### src/rtl/crc_fsk_link_ctrl.sv
// rtl/crc_fsk_link_ctrl.sv - CRC framed serial TX/RX link controller with error injection and stats
// TX serialises {data,crc} one bit per symbol; RX deserialises, re-checks CRC and counts frames.
module crc_fsk_link_ctrl #(
   parameter int                 DATA_W     = 8,
   parameter int                 CRC_W      = 8,
   parameter logic [CRC_W-1:0]   POLY       = 8'h07,
   parameter logic [CRC_W-1:0]   INIT       = 8'h00,
   parameter int                 SYM_CYCLES = 256,
   parameter int                 CNT_W      = 16
) (
   input  logic                              sys_clk,
   input  logic                              rst_n,
   input  logic                              in_valid,
   output logic                              in_ready,
   input  logic [DATA_W-1:0]                 in_data,
   input  logic                              inj_en,
   input  logic [$clog2(DATA_W+CRC_W)-1:0]   inj_pos,
   output logic                              tx_bit,
   output logic                              tx_sym_start,
   output logic                              tx_busy,
   input  logic                              rx_bit,
   input  logic                              rx_bit_valid,
   input  logic                              rx_sof,
   output logic                              out_valid,
   output logic [DATA_W-1:0]                 out_data,
   output logic                              out_crc_ok,
   output logic [CNT_W-1:0]                  frame_cnt,
   output logic [CNT_W-1:0]                  err_cnt
);

   localparam int N      = DATA_W + CRC_W;
   localparam int IDX_W  = $clog2(N);
   localparam int CYC_W  = $clog2(SYM_CYCLES);
   localparam int RCNT_W = $clog2(N + 1);

   typedef enum logic [1:0] {TX_IDLE, TX_DATA, TX_CRC} tx_state_t;
   typedef enum logic {RX_IDLE, RX_SHIFT} rx_state_t;

   function automatic logic [CRC_W-1:0] crc_step(input logic [CRC_W-1:0] c, input logic b);
      logic fb;
      fb = c[CRC_W-1] ^ b;
      crc_step = (c << 1) ^ (fb ? POLY : '0);
   endfunction

   tx_state_t          tx_state_q, tx_state_d;
   logic [DATA_W-1:0]  tx_data_q, tx_data_d;
   logic [CRC_W-1:0]   tx_crc_q, tx_crc_d;
   logic [CYC_W-1:0]   tx_cyc_q, tx_cyc_d;
   logic [IDX_W-1:0]   tx_idx_q, tx_idx_d;
   logic               inj_en_q, inj_en_d;
   logic [IDX_W-1:0]   inj_pos_q, inj_pos_d;
   logic               tx_bit_q, tx_bit_d;
   logic               tx_sym_start_q, tx_sym_start_d;
   logic               tx_busy_q, tx_busy_d;
   logic               in_ready_q, in_ready_d;
   logic               tx_nb;

   rx_state_t          rx_state_q, rx_state_d;
   logic [DATA_W-1:0]  rx_data_q, rx_data_d;
   logic [CRC_W-1:0]   rx_crc_q, rx_crc_d;
   logic [RCNT_W-1:0]  rx_cnt_q, rx_cnt_d;
   logic               out_valid_q, out_valid_d;
   logic [DATA_W-1:0]  out_data_q, out_data_d;
   logic               out_crc_ok_q, out_crc_ok_d;
   logic [CNT_W-1:0]   frame_cnt_q, frame_cnt_d;
   logic [CNT_W-1:0]   err_cnt_q, err_cnt_d;

   // tx_bit is computed one cycle ahead so each symbol's value is registered at its first cycle.
   always_comb begin
      tx_state_d     = tx_state_q;
      tx_data_d      = tx_data_q;
      tx_crc_d       = tx_crc_q;
      tx_cyc_d       = tx_cyc_q;
      tx_idx_d       = tx_idx_q;
      inj_en_d       = inj_en_q;
      inj_pos_d      = inj_pos_q;
      tx_bit_d       = tx_bit_q;
      tx_sym_start_d = 1'b0;
      tx_busy_d      = tx_busy_q;
      in_ready_d     = in_ready_q;
      tx_nb          = 1'b0;
      case (tx_state_q)
         TX_IDLE: begin
            if (in_valid) begin
               tx_state_d     = TX_DATA;
               tx_data_d      = in_data;
               tx_crc_d       = INIT;
               tx_cyc_d       = '0;
               tx_idx_d       = '0;
               inj_en_d       = inj_en;
               inj_pos_d      = inj_pos;
               tx_bit_d       = in_data[DATA_W-1] ^ (inj_en && (inj_pos == '0));
               tx_sym_start_d = 1'b1;
               tx_busy_d      = 1'b1;
               in_ready_d     = 1'b0;
            end
         end
         TX_DATA, TX_CRC: begin
            if (tx_cyc_q == CYC_W'(SYM_CYCLES - 1)) begin
               tx_cyc_d = '0;
               tx_idx_d = tx_idx_q + 1'b1;
               if (tx_state_q == TX_DATA) begin
                  tx_crc_d  = crc_step(tx_crc_q, tx_data_q[DATA_W-1]);
                  tx_data_d = tx_data_q << 1;
                  if (tx_idx_q == IDX_W'(DATA_W - 1)) begin
                     tx_state_d = TX_CRC;
                     tx_nb      = tx_crc_d[CRC_W-1];
                  end else begin
                     tx_nb = tx_data_d[DATA_W-1];
                  end
               end else begin
                  tx_crc_d = tx_crc_q << 1;
                  tx_nb    = tx_crc_d[CRC_W-1];
               end
               if (tx_state_q == TX_CRC && tx_idx_q == IDX_W'(N - 1)) begin
                  tx_state_d = TX_IDLE;
                  tx_bit_d   = 1'b0;
                  tx_busy_d  = 1'b0;
                  in_ready_d = 1'b1;
               end else begin
                  tx_bit_d       = tx_nb ^ (inj_en_q && (inj_pos_q == tx_idx_d));
                  tx_sym_start_d = 1'b1;
               end
            end else begin
               tx_cyc_d = tx_cyc_q + 1'b1;
            end
         end
         default: tx_state_d = TX_IDLE;
      endcase
   end

   always_comb begin
      rx_state_d   = rx_state_q;
      rx_data_d    = rx_data_q;
      rx_crc_d     = rx_crc_q;
      rx_cnt_d     = rx_cnt_q;
      out_valid_d  = 1'b0;
      out_data_d   = out_data_q;
      out_crc_ok_d = out_crc_ok_q;
      frame_cnt_d  = frame_cnt_q;
      err_cnt_d    = err_cnt_q;
      if (rx_bit_valid && rx_sof) begin
         rx_state_d = RX_SHIFT;
         rx_crc_d   = crc_step(INIT, rx_bit);
         rx_data_d  = DATA_W'(rx_bit);
         rx_cnt_d   = RCNT_W'(1);
      end else if (rx_bit_valid && rx_state_q == RX_SHIFT) begin
         rx_crc_d = crc_step(rx_crc_q, rx_bit);
         rx_cnt_d = rx_cnt_q + 1'b1;
         if (rx_cnt_q < RCNT_W'(DATA_W)) begin
            rx_data_d = (rx_data_q << 1) | DATA_W'(rx_bit);
         end
         if (rx_cnt_q == RCNT_W'(N - 1)) begin
            rx_state_d   = RX_IDLE;
            out_valid_d  = 1'b1;
            out_data_d   = rx_data_d;
            out_crc_ok_d = (rx_crc_d == '0);
            if (frame_cnt_q != '1) begin
               frame_cnt_d = frame_cnt_q + 1'b1;
            end
            if (rx_crc_d != '0 && err_cnt_q != '1) begin
               err_cnt_d = err_cnt_q + 1'b1;
            end
         end
      end
   end

   always_ff @(posedge sys_clk) begin
      if (!rst_n) begin
         tx_state_q     <= TX_IDLE;
         tx_data_q      <= '0;
         tx_crc_q       <= '0;
         tx_cyc_q       <= '0;
         tx_idx_q       <= '0;
         inj_en_q       <= 1'b0;
         inj_pos_q      <= '0;
         tx_bit_q       <= 1'b0;
         tx_sym_start_q <= 1'b0;
         tx_busy_q      <= 1'b0;
         in_ready_q     <= 1'b1;
         rx_state_q     <= RX_IDLE;
         rx_data_q      <= '0;
         rx_crc_q       <= '0;
         rx_cnt_q       <= '0;
         out_valid_q    <= 1'b0;
         out_data_q     <= '0;
         out_crc_ok_q   <= 1'b0;
         frame_cnt_q    <= '0;
         err_cnt_q      <= '0;
      end else begin
         tx_state_q     <= tx_state_d;
         tx_data_q      <= tx_data_d;
         tx_crc_q       <= tx_crc_d;
         tx_cyc_q       <= tx_cyc_d;
         tx_idx_q       <= tx_idx_d;
         inj_en_q       <= inj_en_d;
         inj_pos_q      <= inj_pos_d;
         tx_bit_q       <= tx_bit_d;
         tx_sym_start_q <= tx_sym_start_d;
         tx_busy_q      <= tx_busy_d;
         in_ready_q     <= in_ready_d;
         rx_state_q     <= rx_state_d;
         rx_data_q      <= rx_data_d;
         rx_crc_q       <= rx_crc_d;
         rx_cnt_q       <= rx_cnt_d;
         out_valid_q    <= out_valid_d;
         out_data_q     <= out_data_d;
         out_crc_ok_q   <= out_crc_ok_d;
         frame_cnt_q    <= frame_cnt_d;
         err_cnt_q      <= err_cnt_d;
      end
   end

   assign in_ready     = in_ready_q;
   assign tx_bit       = tx_bit_q;
   assign tx_sym_start = tx_sym_start_q;
   assign tx_busy      = tx_busy_q;
   assign out_valid    = out_valid_q;
   assign out_data     = out_data_q;
   assign out_crc_ok   = out_crc_ok_q;
   assign frame_cnt    = frame_cnt_q;
   assign err_cnt      = err_cnt_q;

endmodule

### config.mk
export PLATFORM = sky130hd
export DESIGN_NAME = crc_fsk_link_ctrl
export DESIGN_NICKNAME = d
export VERILOG_FILES = /design/src/rtl/crc_fsk_link_ctrl.sv
export SDC_FILE = /design/constraint.sdc
export NUM_CORES = 1
export LEC_CHECK = 0
export CAP_MARGIN = 40
export CELL_PAD_IN_SITES_DETAIL_PLACEMENT = 1
export CELL_PAD_IN_SITES_GLOBAL_PLACEMENT = 1
export CORE_UTILIZATION = 38
export DETAILED_ROUTE_END_ITERATION = 10
export PLACE_DENSITY = 0.72
export SLEW_MARGIN = 20
export SYNTH_ARGS = -nofsm -noshare
export SYNTH_HDL_FRONTEND = slang
export SYNTH_SLANG_ARGS = --single-unit
### constraint.sdc
create_clock -name sys_clk -period 2 [get_ports sys_clk]
set_input_delay 0.4 -clock sys_clk [delete_from_list [all_inputs] [get_ports sys_clk]]
set_output_delay 0.4 -clock sys_clk [all_outputs]
set_load 0.005 [all_outputs]
## Yosys cells after proc, flatten, opt, wreduce, memory -nomap -nowiden

Index checks and enable logic that the tools add are counted.

| storage, ports and cells | value |
|---|---|
| word-level logic and storage cells | 132 |
| flip-flop bits (word level) | 103 |
| bits in read-only memories | 0 |
| memories | 0 |
| bits of input ports | 19 |
| latch bits | 0 |
| memory bits (writable) | 0 |
| output and inout bits | 46 |

| operators by class | value |
|---|---|
| reductions and logical operators | 26 |
| $mul | 0 |
| shift-type cells | 0 |
| eq/ne operators | 15 |
| $lt $le $gt $ge | 1 |
| mux-type cells | 53 |
| add/sub/neg operators | 5 |
| divide/modulo/power cells | 0 |
| bitwise operators | 10 |

Operator list:

| kind | number |
|---|---|
| $mux 8 | 10 |
| $pmux 8 s2 | 3 |
| $add 16x1->16 const B | 2 |
| $ne 16x16->1 const B | 2 |
| $mux 1 | 24 |
| $reduce_and 4->1 | 5 |
| $xor 8x3->8 | 2 |
| $mux 2 | 5 |
| $mux 3 | 3 |
| $add 8x1->8 const B | 1 |
| $eq 8x8->1 const B | 1 |
| $logic_not 8->1 | 1 |
| $mux 4 | 2 |
| $ne 2x2->1 const B | 4 |
| $or 8x1->8 | 1 |
| $pmux 1 s2 | 4 |
| $pmux 4 s2 | 1 |
| $reduce_bool 8->1 | 1 |
| $logic_and 1x1->1 | 6 |
| $ne 3x3->1 const B | 2 |
| $reduce_and 2->1 | 3 |
| $reduce_and 3->1 | 2 |
| $reduce_bool 2->1 | 3 |
| $add 5x1->5 const B | 1 |
| other kinds (15) | 21 |

## Longest topological paths before layout

Gate-level depths: netlist of run 1.

| logic depth | value |
|---|---|
| depth after elaboration | 11 |
| mapped depth | 9 |
| gate-level depth less buffers | 8 |

## Worst setup path before layout of run 1

Ideal clock, no wire load.

| timing path | value |
|---|---|
| kind | flip-flop to flip-flop |
| start point | register rx_cnt_q[3] |
| end point | register err_cnt_q[6] (netlist: err_cnt[6]) |
| stages on the path, launching flop included | 10 |
| slack | -0.079 ns |
| library setup time | 0.115 ns |
| data required time | 1.885 ns |
| clock period less this slack | 2.079 ns |
| path buffers | 2 |
| data arrival time | 1.964 ns |
| path through | dfxtp_1 > clkbuf_1 > and3_1 > ha_1 > nand4b_1 > a31oi_2 > buf_6 > o21ai_2 > o31a_1 > o21a_1 |

| between the ends | value |
|---|---|
| word-level cells in the longest chain between the ends | 2 |

RTL lines:

| element | RTL line | RTL |
|---|---|---|
| from (decl) | 61 | `logic [RCNT_W-1:0] rx_cnt_q, rx_cnt_d;` |
| from (signal assigned) | 205 | `rx_cnt_q <= rx_cnt_d;` |
| $eq 5x4->1 | 153 | `if (rx_cnt_q == RCNT_W'(N - 1)) begin` |
| $reduce_and 4->1 (no source line) | n/a |  |
| to (signal assigned) | 210 | `err_cnt_q <= err_cnt_d;` |
| to (decl) | 66 | `logic [CNT_W-1:0] err_cnt_q, err_cnt_d;` |

Every way passes these cells.
A chain may end at the register's enable or synchronous reset.

## Final worst setup path of run 1

| timing path | value |
|---|---|
| start point | register rx_cnt_q[1] |
| end point | register err_cnt_q[6] (netlist: err_cnt[6]) |

Same word-level chain as after synthesis.

==> impl_metrics.env, run 1 <==
export IMPL_antenna_cells=0
export IMPL_timing_slew_headroom_pct=65.4
export IMPL_root_buffer="clkbuf_16"
export IMPL_r2r_end="err_cnt[6]"
export IMPL_tritoncts="built"
export IMPL_fmaxAchievable_mhz=467
export IMPL_holdWs_ns=0.408
export IMPL_yosysSeqAreaShare_pct=41.2
export IMPL_nNetsFinal=697
export IMPL_syn2layout_area_growth_pct=32.4
export IMPL_p_per_area_mw_per_mm2=737
export IMPL_grt_antenna_before_repair=0
export IMPL_place_gp_congestion=0.799
export IMPL_initialDrtViolationCount=145
export IMPL_die_h_um=117
export IMPL_clk_latency_ns=0.35
export IMPL_syn_area_mm2=0.00500
export IMPL_hold_buffers=0
export IMPL_worstRegToRegCells=9
export IMPL_ys_warn_count=0
export IMPL_clkPwrFrac_pct=37.4
export IMPL_clockBufferDepth=2
export IMPL_synth_avg_cell_area_um2=8.75
export IMPL_worst_slack_ns=-0.143
export IMPL_ys_async_sr_fraction_pct=0
export IMPL_grtUsageTotal_pct=20.2
export IMPL_vias_per_cell=5.26
export IMPL_drc_errors=0
export IMPL_hpwl_mm=9.39
export IMPL_p_leak_nw=2.51
export IMPL_synth_main_ff_cell="dfxtp_1"
export IMPL_critPathMaxFanout=4
export IMPL_n_fill_cell=1506
export IMPL_dieArea_mm2=0.0136
export IMPL_cts_buffers=9
export IMPL_grt_max_degree=49
export IMPL_hold_path_class="in2reg"
export IMPL_status="complete, but fails checks"
export IMPL_wire_per_inst_um=15.8
export IMPL_synthesis_nets=603
export IMPL_final_hold_viol_count=0
export IMPL_drv_slew=0
export IMPL_floorplan_core_area_mm2=0.0127
export IMPL_rsz0062_at_grt="true"
export IMPL_crit_type="reg2reg"
export IMPL_io_buffer_count=64
export IMPL_crit_required_ns=2.25
export IMPL_p_total_w=0.00488
export IMPL_rows=41
export IMPL_die_width_um=117
export IMPL_fin_crit_sh_pct=107
export IMPL_ys_ff_latch=103
export IMPL_worst_pin_slew_ns=0.518
export IMPL_hp_start="rst_n"
export IMPL_synth_distinct_cells=55
export IMPL_overflow=0
export IMPL_pin_count=65
export IMPL_setup_viol=20
export IMPL_clkSlewWorstSetupHoldPaths_ns=0.07
export IMPL_cap_viol_max_count=0
export IMPL_crit_path_end_kind="flip-flop"
export IMPL_cts_max_level=3
export IMPL_power_share_sequential_pct=45.1
export IMPL_min_period_ns=2.14
export IMPL_synthCells=572
export IMPL_power_internal_w=0.00359
export IMPL_skew_ns=0.00891
export IMPL_power_frac_comb_pct=17.5
export IMPL_drive_above_1_share_pct=15.9
export IMPL_p_switching_w=0.00130
export IMPL_cts_sinks=103
export IMPL_min_to="tx_crc_q[6]"
export IMPL_synth_edff_count=0
export IMPL_grt_pass1_wl_mm=21.6
export IMPL_reg2reg_slack_ns=-0.14
export IMPL_ant_nets=0
export IMPL_hold_depth=2
export IMPL_first_global_vias=4570
export IMPL_peakVddDrop_mv=0.583
export IMPL_critPathLaunchType="flip-flop"
export IMPL_first_pass_iters=4
export IMPL_violations="setup timing"
export IMPL_cp_arrival_ns=2.39
export IMPL_sw_frac_of_total_pct=26.6
export IMPL_routed_wl_mm=13.3
export IMPL_cp_startpoint="rx_cnt_q[1]"
export IMPL_pre_cts_slack_ns=-0.630
export IMPL_initial_utilization_pct=39.3
export IMPL_rr_startpoint="rx_cnt_q[1]"
export IMPL_final_core_utilization_pct=52.1
export IMPL_num_vias=4432
layout by cell type (no fill, tap or decap), types with 18 or more instances in the layout:
cell	n
dfxtp_1	101
nand2_1	60
xnor2_1	30
buf_4	44
and2_1	25
o21ai_0	34
clkdlybuf4s50_1	62
a21boi_0	18
nand3_1	48
nor2_1	27
registers in the layout, summed over array words and instances (netlist names), 2 cells and up:
signal and cells:
tx_state_q 2, err_cnt 16, tx_idx_q 4, rx_crc_q 8
tx_cyc_q 8, rx_cnt_q 5, inj_pos_q 4, rx_data_q 8
frame_cnt 16, tx_data_q 8, tx_crc_q 8, out_data 8
worst max-delay path: stages, from the launching register on:
cell and delay, ns:
dfxtp_2 0.35, ha_4 0.14, and3_4 0.19, ha_4 0.13, nand4b_1 0.21, a31oi_4 0.29, buf_4 0.17, o21ai_4 0.07
o31a_1 0.28, o21a_1 0.20
cell type report:
class	count	area, um2	area share [%]
Multi-Input combinational cell	429	2930	44.2
Sequential cell	103	2060	31.2
Timing Repair Buffer	116	1080	16.3
Clock buffer	11	253	3.82
Tap cell	172	215	3.25
Clock inverter	5	56.3	0.850
Inverter	7	26.3	0.397
power by group through the flow:
stage | Sequential, W | Combinational (W) | Clock (W)
after floorplan | 0.00223 | 0.000476 | 0
after global placement | 0.00224 | 0.000805 | 0
after detailed placement | 0.00225 | 0.000828 | 0
after CTS | 0.00221 | 0.000840 | 0.00189
after global routing | 0.00222 | 0.000946 | 0.00196
final | 0.00220 | 0.000855 | 0.00183
cell usage after synthesis, types with 3 or more instances:
master / count / area [um2]
a22oi_1: 5 / 37.5
mux2_2: 8 / 90.1
xnor2_1: 31 / 272
xor2_1: 10 / 87.6
a21boi_1: 5 / 37.5
o211ai_1: 4 / 30.0
buf_2: 3 / 15.0
nor2_1: 28 / 105
ha_1: 12 / 150
nand4b_1: 3 / 26.3
inv_1: 7 / 26.3
dfxtp_1: 103 / 2060
a21oi_1: 9 / 45.0
nor2b_1: 12 / 75.1
nor3_1: 7 / 35.0
and3_1: 9 / 56.3
or3_1: 9 / 56.3
nand3_1: 51 / 255
clkbuf_1: 26 / 97.6
and2_1: 25 / 156
mux2i_1: 13 / 130
nor4_1: 5 / 31.3
a21boi_0: 18 / 135
nand2_1: 60 / 225
o211a_1: 10 / 100
o21ai_0: 39 / 195
nand4_1: 13 / 81.3
and4_1: 6 / 52.6
o21a_1: 3 / 22.5
nand2b_1: 4 / 25.0
through the flow:
stage	setup TNS, ns	instances	cell area (um2)
after floorplan	0	572	5000
after global placement	-8.32	821	6080
after detailed placement	-10.92	821	6080
after CTS	-1.14	841	6530
after global routing	-3.89	843	6620
final	-0.974	843	6620
routing by layer:
layer / track usage, % / up-vias / share of wire [%]
met3: 4.67 / 16 / 2.6
met2: 37.2 / 45 / 52
met5: 0 / - / 0
met1: 23.0 / 2162 / 44
li1: - / 2209 / -
met4: 6.84 / 0 / 1.5
worst max-delay path by stage:
stage | to | slack (ns) | cells after the start
after floorplan | err_cnt[6] | 0.0008 | 9
after detailed placement | err_cnt[12] | -0.63 | 9
after CTS | err_cnt[12] | -0.14 | 9
after global placement | err_cnt[13] | -0.52 | 9
after global routing | err_cnt[6] | -0.22 | 9
final | err_cnt[6] | -0.14 | 9
timing repair:
item / CTS / global route
pin swaps: 20 / 4
resized for setup: 25 / 16
endpoints found under the setup margin: 28 / 39
buffers inserted: 4 / 2
kinds of logic (layout without fill, tap and decap cells):
kind of cell / count (synthesis) / in the layout / share of synthesized area, %
simple gates: 240 / 240 / 25.0
compound gates: 114 / 114 / 15.4
flops: 103 / 103 / 41.2
xor+xnor: 42 / 42 / 7.63
buf+inv: 40 / 139 / 3.38
mux: 21 / 21 / 4.40
fa+ha+maj: 12 / 12 / 3.00
(Power assumes the default switching activity.)
==> run 2: changes to the inputs <==
PLACE_DENSITY = default   (was 0.72)
PLACE_DENSITY_LB_ADDON = 0.1   (was default)
==> run 2 against run 1 <==
The run still ends with setup timing left; clock-buffer cell count is 3 higher; flip-flop and latch count stayed put; final area barely moved; global-route usage rose by 0.25 points; via count rose by 0.81%; utilization about the same; total power shrank 2.4%; worst setup slack improved by 0.022 ns; sequential share of layout area about the same; highest routed layer unchanged; clock skew fell by 0.0021 ns; fmax increased by 1.0%; final cell count grew 0.24%.
==> impl_metrics.env, run 2 (same netlist as run 1, synthesis figures left out) <==
export IMPL_status="complete, but fails checks"
export IMPL_violations="setup timing"
export IMPL_overflow=0
export IMPL_hold_path_class="reg2reg"
export IMPL_root_buffer="clkbuf_16"
export IMPL_sw_frac_of_total_pct=26.7
export IMPL_n_fill_cell=1519
export IMPL_dieArea_mm2=0.0136
export IMPL_floorplan_core_area_mm2=0.0127
export IMPL_grtUsageTotal_pct=20.5
export IMPL_hold_depth=2
export IMPL_syn2layout_area_growth_pct=32.3
export IMPL_initial_utilization_pct=39.3
export IMPL_power_internal_w=0.00349
export IMPL_grt_antenna_before_repair=0
export IMPL_min_to="tx_crc_q[4]"
export IMPL_hpwl_mm=9.30
export IMPL_layout_commonest_cell="dfxtp_1"
export IMPL_crit_chain="ha_4 > and3_4 > ha_4 > nand4b_1 > buf_4 > nor3_4 > buf_4 > nand4_1 > xnor2_1 > and2_1"
export IMPL_io_buffer_count=64
export IMPL_die_h_um=117
export IMPL_r2r_end="frame_cnt[11]"
export IMPL_timing_slew_headroom_pct=67.9
export IMPL_cap_viol_max_count=0
export IMPL_setup_viol=20
export IMPL_p_switching_w=0.00128
export IMPL_grt_max_degree=36
export IMPL_clkPwrFrac_pct=35.9
export IMPL_crit_type="reg2reg"
export IMPL_clkSlewWorstSetupHoldPaths_ns=0.07
export IMPL_p_total_w=0.00477
export IMPL_p_leak_nw=2.47
export IMPL_initialDrtViolationCount=154
export IMPL_skew_ns=0.00680
export IMPL_first_global_vias=4612
export IMPL_rows=41
export IMPL_tritoncts="built"
export IMPL_cts_max_level=3
export IMPL_drv_slew=0
export IMPL_rsz0062_at_grt="true"
export IMPL_rr_startpoint="rx_cnt_q[1]"
export IMPL_final_hold_viol_count=0
export IMPL_fin_crit_sh_pct=106
export IMPL_die_width_um=117
export IMPL_peakVddDrop_mv=0.416
export IMPL_cp_arrival_ns=2.37
export IMPL_num_vias=4468
export IMPL_hp_start="tx_crc_q[4]"
export IMPL_worst_pin_slew_ns=0.480
export IMPL_multi_input_area_mm2=0.00293
export IMPL_critPathMaxFanout=5
export IMPL_regArea_mm2=0.00206
export IMPL_nNetsFinal=699
export IMPL_max_stage_delay_ns=0.35
export IMPL_layout_common_cells="101 x dfxtp_1, 63 x clkdlybuf4s50_1, 59 x nand2_1, 49 x nand3_1, 45 x buf_4"
export IMPL_routed_wl_mm=13.1
export IMPL_ant_nets=0
export IMPL_pin_count=65
export IMPL_power_frac_comb_pct=17.9
export IMPL_first_pass_iters=6
export IMPL_critPathLaunchType="flip-flop"
export IMPL_grt_pass1_wl_mm=21.9
export IMPL_cts_sinks=103
export IMPL_worstRegToRegCells=10
export IMPL_place_gp_congestion=0.791
export IMPL_crit_required_ns=2.25
export IMPL_fmaxAchievable_mhz=471
export IMPL_clockBufferDepth=2
export IMPL_pre_cts_slack_ns=-0.517
export IMPL_power_share_sequential_pct=46.2
export IMPL_reg2reg_slack_ns=-0.12
export IMPL_drc_errors=0
export IMPL_cts_buffers=9
export IMPL_worst_slack_ns=-0.121
export IMPL_cp_slowest_cell="dfxtp_2"
export IMPL_antenna_cells=0
export IMPL_p_per_area_mw_per_mm2=720
export IMPL_drive_above_1_share_pct=16.0
export IMPL_min_period_ns=2.12
export IMPL_vias_per_cell=5.29
export IMPL_clk_latency_ns=0.35
export IMPL_crit_path_end_kind="flip-flop"
export IMPL_hold_buffers=0
export IMPL_wire_per_inst_um=15.5
## run 2: final cells by class
type / instances / share of cell area (%)
clock buffers: 14 / 4.14
clock inverters: 2 / 0.208
inverters: 7 / 0.397
multi-input cells: 429 / 44.3
flip-flops and latches: 103 / 31.2
well taps: 172 / 3.25
repair buffers: 118 / 16.5
## run 2: power groups by stage
stage | Clock [W] | Sequential, W | Combinational, W
global placement | 0 | 0.00224 | 0.000817
detailed placement | 0 | 0.00225 | 0.000841
finish | 0.00171 | 0.00220 | 0.000855
CTS | 0.00178 | 0.00220 | 0.000852
floorplan | 0 | 0.00223 | 0.000476
global route | 0.00186 | 0.00221 | 0.000946
## run 2: what timing repair did
item | 4_1_cts | 5_1_grt
setup buffers | 4 | 3
gates cloned | 0 | 0
endpoints found under the setup margin | 27 | 55
resized for setup | 21 | 19
pin swaps | 17 | 5
## run 2: worst max-delay path by stage
stage,slack [ns],from,to,depth (start not counted)
after detailed placement,-0.52,rx_bit,err_cnt[12],8
after global placement,-0.44,rx_bit,err_cnt[13],8
final,-0.12,rx_cnt_q[1],frame_cnt[11],10
after global routing,-0.28,rx_cnt_q[0],frame_cnt[9],10
after CTS,-0.13,rx_cnt_q[1],frame_cnt[11],10
after floorplan,0.0008,rx_cnt_q[0],err_cnt[6],9
## run 2: critical path, delay by kind of cell, from the launching register on
| family | cells | cell delay, ns |
|---|---|---|
| and+or+nand+nor | 5 | 0.83 |
| xor gates and xnor gates | 1 | 0.15 |
| DFF | 1 | 0.35 |
| buffers and inverters | 2 | 0.40 |
| adders and majority gates | 2 | 0.28 |
## run 2: layer usage
| layer | global-route usage, % | wire length (um) |
|---|---|---|
| met1 | 24.1 | 5890 |
| met2 | 37.2 | 6760 |
| met3 | 5.24 | 370 |
| met4 | 4.73 | 111 |
| met5 | 0 | 0 |
## run 2: metrics by stage
step | TNS, ns | instance area (um2) | cells | hold slack, ns | utilization, %
floorplan | 0 | 5000 | 572 | 0.438 | -
global placement | -6.96 | 6090 | 822 | 0.449 | 47.9
detailed placement | -8.51 | 6090 | 822 | 0.462 | 47.9
CTS | -1.65 | 6510 | 842 | 0.471 | 51.2
global route | -4.80 | 6620 | 845 | 0.495 | 52.0
finish | -1.26 | 6620 | 845 | 0.466 | 52.0
